### config.mk
export PLATFORM = sky130hd
export DESIGN_NAME = prbs_bert
export DESIGN_NICKNAME = d
export VERILOG_FILES = /design/src/rtl/prbs_pkg.sv /design/src/rtl/prbs_lfsr.sv /design/src/rtl/prbs_bert.sv
export SDC_FILE = /design/constraint.sdc
export NUM_CORES = 1
export LEC_CHECK = 0
export ABC_AREA = 0
export BUFFER_PORTS_ARGS = -buffer_cell sky130_fd_sc_hd__buf_2
export CORE_MARGIN = 5
export CORE_UTILIZATION = 60
export CTS_BUF_LIST = sky130_fd_sc_hd__clkbuf_8
export DETAILED_ROUTE_END_ITERATION = 8
export PLACE_DENSITY = 0.85
export RECOVER_POWER = 25
export SYNTH_ARGS = -nofsm -noshare
export SYNTH_HDL_FRONTEND = slang
export SYNTH_SLANG_ARGS = --single-unit
### constraint.sdc
create_clock -name sys_clk -period 2.7 [get_ports sys_clk]
set_clock_uncertainty 0.05 [all_clocks]
set_input_delay 0.27 -clock sys_clk [delete_from_list [all_inputs] [get_ports sys_clk]]
set_output_delay 0.27 -clock sys_clk [all_outputs]
set_load 0.05 [all_outputs]
### src/rtl/prbs_pkg.sv
// Shared PRBS definitions: polynomial tap masks, legal-order check and
// the checker state encoding.
package prbs_pkg;

  typedef enum logic [1:0] {
    ST_SEARCH = 2'd0,
    ST_VERIFY = 2'd1,
    ST_LOCKED = 2'd2
  } chk_st_e;

  function automatic logic order_ok(input int order);
    return (order == 7) || (order == 9) || (order == 15) ||
           (order == 23) || (order == 31);
  endfunction

  // Taps are 0-based state bits; the x^ORDER term is always the MSB.
  function automatic logic [31:0] tap_mask(input int order);
    case (order)
      7:       return 32'h0000_0060;
      9:       return 32'h0000_0110;
      15:      return 32'h0000_6000;
      23:      return 32'h0042_0000;
      31:      return 32'h4800_0000;
      default: return 32'h0000_0000;
    endcase
  endfunction

endpackage

### src/rtl/prbs_lfsr.sv
// Fibonacci LFSR; shifts either its own feedback or a serial input bit
// into bit 0, and exposes the MSB and the predicted feedback bit.
module prbs_lfsr
  import prbs_pkg::*;
#(
  parameter int ORDER    = 7,
  parameter bit RST_ONES = 1'b0
) (
  input  logic clk_i,
  input  logic rst_ni,
  input  logic shift_i,
  input  logic load_i,
  input  logic ser_i,
  output logic msb_o,
  output logic fb_o
);

  localparam logic [31:0] TAPS32 = tap_mask(ORDER);
  localparam logic [ORDER-1:0] TAPS = TAPS32[ORDER-1:0];

  logic [ORDER-1:0] lfsr_q, lfsr_d;

  assign fb_o   = ^(lfsr_q & TAPS);
  assign msb_o  = lfsr_q[ORDER-1];
  assign lfsr_d = {lfsr_q[ORDER-2:0], load_i ? ser_i : fb_o};

  always_ff @(posedge clk_i or negedge rst_ni) begin
    if (!rst_ni)      lfsr_q <= RST_ONES ? '1 : '0;
    else if (shift_i) lfsr_q <= lfsr_d;
  end

endmodule

### src/rtl/prbs_bert.sv
// PRBS generator plus self-synchronising checker with loss-of-lock window
// and saturating error/bit counters.
module prbs_bert
  import prbs_pkg::*;
#(
  parameter int ORDER       = 7,
  parameter int CNT_W       = 32,
  parameter int SYNC_THRESH = 16,
  parameter int LOSS_THRESH = 4,
  parameter int WINDOW      = 64
) (
  input  logic             sys_clk,
  input  logic             sys_rst_n,
  input  logic             bit_en,
  input  logic             gen_en,
  input  logic             invert,
  output logic             gen_out,
  input  logic             chk_en,
  input  logic             chk_in,
  input  logic             clear,
  output logic             locked,
  output logic             err_flag,
  output logic [CNT_W-1:0] err_cnt,
  output logic [CNT_W-1:0] bit_cnt,
  output logic             overflow
);

  if (!order_ok(ORDER)) begin : g_bad_order
    $error("prbs_bert: unsupported ORDER %0d", ORDER);
  end
  if (WINDOW < 2) begin : g_bad_window
    $error("prbs_bert: WINDOW must be >= 2, got %0d", WINDOW);
  end

  localparam int LD_W  = $clog2(ORDER + 1);
  localparam int MT_W  = $clog2(SYNC_THRESH + 1);
  localparam int WIN_W = $clog2(WINDOW);
  localparam int WE_W  = $clog2(LOSS_THRESH + 2);
  localparam int LT_M1 = (LOSS_THRESH > 0) ? LOSS_THRESH - 1 : 0;
  localparam logic [CNT_W-1:0] CMAX = '1;

  logic gen_adv, chk_adv, gen_msb, chk_fb, rx_bit, miss, loss;
  logic unused_gen_fb, unused_chk_msb;

  chk_st_e          st_q;
  logic [LD_W-1:0]  ld_q;
  logic [MT_W-1:0]  mt_q;
  logic [WIN_W-1:0] win_q;
  logic [WE_W-1:0]  werr_q;
  logic             locked_q, vld_q, miss_q, gen_out_q, err_flag_q, ovf_q;
  logic [CNT_W-1:0] err_cnt_q, bit_cnt_q;

  assign gen_adv = bit_en & gen_en;
  assign chk_adv = bit_en & chk_en;
  assign rx_bit  = chk_in ^ invert;
  assign miss    = rx_bit ^ chk_fb;
  assign loss    = (LOSS_THRESH != 0) && miss && (werr_q == WE_W'(LT_M1));

  prbs_lfsr #(.ORDER(ORDER), .RST_ONES(1'b1)) u_gen (
    .clk_i(sys_clk), .rst_ni(sys_rst_n), .shift_i(gen_adv), .load_i(1'b0),
    .ser_i(1'b0), .msb_o(gen_msb), .fb_o(unused_gen_fb)
  );

  // Loads received bits until locked, then free-runs on its own prediction.
  prbs_lfsr #(.ORDER(ORDER), .RST_ONES(1'b0)) u_chk (
    .clk_i(sys_clk), .rst_ni(sys_rst_n), .shift_i(chk_adv),
    .load_i(st_q != ST_LOCKED), .ser_i(rx_bit),
    .msb_o(unused_chk_msb), .fb_o(chk_fb)
  );

  always_ff @(posedge sys_clk or negedge sys_rst_n) begin
    if (!sys_rst_n)   gen_out_q <= 1'b0;
    else if (gen_adv) gen_out_q <= gen_msb ^ invert;
  end

  always_ff @(posedge sys_clk or negedge sys_rst_n) begin
    if (!sys_rst_n) begin
      st_q     <= ST_SEARCH;
      ld_q     <= '0;
      mt_q     <= '0;
      win_q    <= '0;
      werr_q   <= '0;
      locked_q <= 1'b0;
      vld_q    <= 1'b0;
      miss_q   <= 1'b0;
    end else begin
      vld_q  <= 1'b0;
      miss_q <= 1'b0;
      if (chk_adv) begin
        case (st_q)
          ST_SEARCH: begin
            if (ld_q == LD_W'(ORDER - 1)) begin
              st_q <= ST_VERIFY;
              ld_q <= '0;
            end else begin
              ld_q <= ld_q + 1'b1;
            end
          end
          ST_VERIFY: begin
            if (miss) begin
              st_q <= ST_SEARCH;
              ld_q <= '0;
              mt_q <= '0;
            end else if (mt_q == MT_W'(SYNC_THRESH - 1)) begin
              st_q     <= ST_LOCKED;
              locked_q <= 1'b1;
              mt_q     <= '0;
              win_q    <= '0;
              werr_q   <= '0;
            end else begin
              mt_q <= mt_q + 1'b1;
            end
          end
          ST_LOCKED: begin
            vld_q  <= 1'b1;
            miss_q <= miss;
            // Loss outranks the window wrap when both land on the same bit.
            if (loss) begin
              st_q     <= ST_SEARCH;
              locked_q <= 1'b0;
              win_q    <= '0;
              werr_q   <= '0;
            end else if (win_q == WIN_W'(WINDOW - 1)) begin
              win_q  <= '0;
              werr_q <= '0;
            end else begin
              win_q  <= win_q + 1'b1;
              werr_q <= werr_q + WE_W'(miss);
            end
          end
          default: st_q <= ST_SEARCH;
        endcase
      end
    end
  end

  always_ff @(posedge sys_clk or negedge sys_rst_n) begin
    if (!sys_rst_n) begin
      err_flag_q <= 1'b0;
      err_cnt_q  <= '0;
      bit_cnt_q  <= '0;
      ovf_q      <= 1'b0;
    end else begin
      err_flag_q <= vld_q & miss_q;
      if (clear) begin
        err_cnt_q <= '0;
        bit_cnt_q <= '0;
        ovf_q     <= 1'b0;
      end else if (vld_q) begin
        if (bit_cnt_q != CMAX) bit_cnt_q <= bit_cnt_q + 1'b1;
        if (miss_q && (err_cnt_q != CMAX)) err_cnt_q <= err_cnt_q + 1'b1;
        if ((bit_cnt_q == CMAX - 1'b1) || (miss_q && (err_cnt_q == CMAX - 1'b1)))
          ovf_q <= 1'b1;
      end
    end
  end

  assign gen_out  = gen_out_q;
  assign locked   = locked_q;
  assign err_flag = err_flag_q;
  assign err_cnt  = err_cnt_q;
  assign bit_cnt  = bit_cnt_q;
  assign overflow = ovf_q;

endmodule

==> reports/summary.txt <==
status -> finished, final reports clean
initial DRC count -> 257
sum of negative setup slack -> 0 ns
post-DR vias/cell -> 6.217
synthesized cell area -> 5384 um2
worst reg-to-reg setup slack -> 0.38 ns
hpwl dp -> 8.539 mm
Slew Viols, Final -> 0
Final #Nets -> 658
initial core utilization -> 61.74%
DIE WIDTH -> 104.7 um
total power -> 3375 uW
Final ANT Viol Nets -> 0
Peak supply drop -> 0.4031 mV
CP Capture Type -> register
FF-to-FF Start -> bit_cnt[2]
GRT Max-Usage Layer -> met2
min-delay src -> invert
ratio of cells with drive above 1 in the final layout -> 20.25%
final period utilization -> 86.07%
Worst-Margin Slew -> 1.118 ns
syn nets -> 586
routed len/inst -> 15.66 um
gr ovfl total -> 0
Mapped Cells -> 570
CP max-delay cell -> nor3_1
Cell Pwr Density -> 552.3 nW/um2
Worst path max stage delay -> 0.54 ns
Startpoint Class -> register
Area Growth Syn to Fin -> 13.50%
Yosys reg bits -> 103
Pre-Repair DR Iteration Count -> 5
Port Buf Inserts -> 75
maxcap violations -> 0
Final GP Congestion -> 0.9190
largest net degree at the start of global routing -> 58
grt met3 use -> 4.192%
hold endpoint -> gen_out
vias in the first global route -> 4554
H-tree depth -> 3
worst setup margin -> 0.3762 ns
Post-synth EDFFs -> 0
WHS Path Cells -> 3
post-layout util -> 70.07%
crit path cell chain -> nand4_1 > nor3_1 > o2111ai_1 > or3_1 > a21oi_1
FF-to-FF path depth -> 5
Place WS -> 0.2150 ns
Setup CP Type -> reg -> reg
core area -> 8721 um2
Hold Crit Class -> in -> reg
initial antenna violation count -> 0
first-pass GRT wire length -> 20.56 mm
postcts setup bufs -> 0
GR Layer Usage met1 -> 27.98%
warnings from Yosys -> 0
Final setup viols -> 0
final wirelength -> 11.82 mm
num ports -> 76
Rel. slew slack -> 25.44%
distinct cell type count after synthesis -> 55
Clock transition at path regs -> 0.09 ns
Crit. Startpoint -> bit_cnt[2]
average cell area after synthesis -> 9.445 um2
Die Y -> 104.7 um
Cell Rows -> 34
vias -> 4694
top_reg_cell synth -> dfrtp_1
reg2reg end -> bit_cnt[29]
CP Data Arrival Time -> 2.55 ns
fin crit period -> 2.324 ns
ys async rst share -> 100.0%
# diodes -> 0
Pleak -> 0.002645 uW
Worst EP required -> 2.93 ns
GRT Total Usage -> 21.74%
DRC violations left -> 0
fmax -> 430.3 MHz
Root Buffer -> clkbuf_8
clk buf depth -> 2
RSZ-0062 raised after global routing -> no
Fin. Hold Viols -> 0
Seq/Total Area, Yosys -> 48.04%
crit path max fanout -> 8
TritonCTS clock tree -> done
Num Clock Sinks -> 103
die area -> 10970 um2
Clk Latency, worst-skew pair -> 0.37 ns
CTS Buf Count -> 9
met2 Resource Use GR -> 36.65%
==> placed cells by master, fill, tap and decap left out, types with 12 or more instances in the layout <==
master / n
a21oi_1: 50
buf_2: 74
dfrtp_1: 96
inv_1: 15
mux2_2: 15
nand2_1: 49
nand3_1: 31
nand4_1: 17
nor2_1: 33
nor2b_1: 12
nor3_1: 17
o21ai_0: 39
or3_1: 41
or4_1: 12
==> timing repair <==
action,4_1_cts,5_1_grt
setup endpoints to repair,0,7
endpoints found under the hold margin,42,0
resized for setup,0,2
hold buffers,1,0
==> worst max path at each step <==
stage	depth (start not counted)	to	slack, ns
floorplan	6	err_cnt[14]	0.23
CTS	5	win_q[0]	0.23
global route	5	err_cnt[23]	0.18
finish	5	bit_cnt[29]	0.38
global placement	6	win_q[0]	0.34
detailed placement	6	win_q[5]	0.22
==> cells by family (layout without fill, tap and decap cells) <==
family / count (synthesis) / after routing / synth area share [%]
and+or+nand+nor: 253 / 253 / 25.56
adders and majority gates: 8 / 8 / 1.859
DFF: 103 / 103 / 48.04
buffers and inverters: 38 / 115 / 3.021
xor gates and xnor gates: 14 / 14 / 2.278
AOI/OAI and AO/OA: 138 / 138 / 15.83
muxes: 16 / 16 / 3.416
==> through the flow <==
step / hold WS, ns / cells / instance area, um2
after floorplan: -0.07559 / 570 / 5384
after global placement: 0.2497 / 738 / 5859
after detailed placement: 0.2579 / 738 / 5859
after CTS: 0.1448 / 755 / 6100
after global routing: 0.1579 / 755 / 6111
final: 0.1656 / 755 / 6111
==> cells in the mapped netlist, types with 8 or more instances <==
| cell | n | share of area, % |
|---|---|---|
| dfrtp_1 | 96 | 45 |
| a21oi_1 | 50 | 4.6 |
| nand2_1 | 49 | 3.4 |
| or3_1 | 41 | 4.8 |
| o21ai_0 | 39 | 3.6 |
| nor2_1 | 33 | 2.3 |
| nand3_1 | 31 | 2.9 |
| clkbuf_1 | 17 | 1.2 |
| nand4_1 | 17 | 2.0 |
| nor3_1 | 17 | 1.6 |
| inv_1 | 15 | 1.0 |
| mux2_2 | 15 | 3.1 |
| nor2b_1 | 12 | 1.4 |
| or4_1 | 12 | 1.7 |
| o31ai_1 | 11 | 1.5 |
| xnor2_1 | 11 | 1.8 |
| nor4_1 | 10 | 1.2 |
| and3_1 | 9 | 1.0 |
| ha_1 | 8 | 1.9 |
==> area by class of cell <==
cell class	count	area (um2)
multi-input cells	429	2649
well taps	108	135.1
flip-flops and latches	103	2586
fillers	652	2610
repair buffers	83	450.4
inverters	16	60.06
clock buffers	11	151.4
clock inverters	5	78.83
==> metal layers <==
layer / vias up / wire [um]
li1: 2254 / -
met1: 2299 / 5140
met2: 119 / 5882
met3: 22 / 593
met4: 0 / 206
met5: - / 0
==> flip-flops by register name, indices dropped and copies added (netlist names) <==
name          count
bit_cnt          32
err_cnt          32
u_chk.lfsr_q      7
u_gen.lfsr_q      7
win_q             6
mt_q              5
ld_q              3
werr_q            3
st_q              2
err_flag          1
gen_out           1
locked            1
miss_q            1
overflow          1
vld_q             1
==> where the power goes <==
part	internal [uW]	switching, uW	total [uW]
clock network	573	523	1100
logic	205	263	468
registers	1700	113	1810
total	2480	899	3380
==> worst max-delay path, delay by kind of cell, from the launching register on <==
kind / cells / cell delay (ns)
AOI/OAI and AO/OA: 2 / 0.52
DFF: 1 / 0.45
and+or+nand+nor: 3 / 1.22
Note: power is estimated with default switching activity, not from simulation.
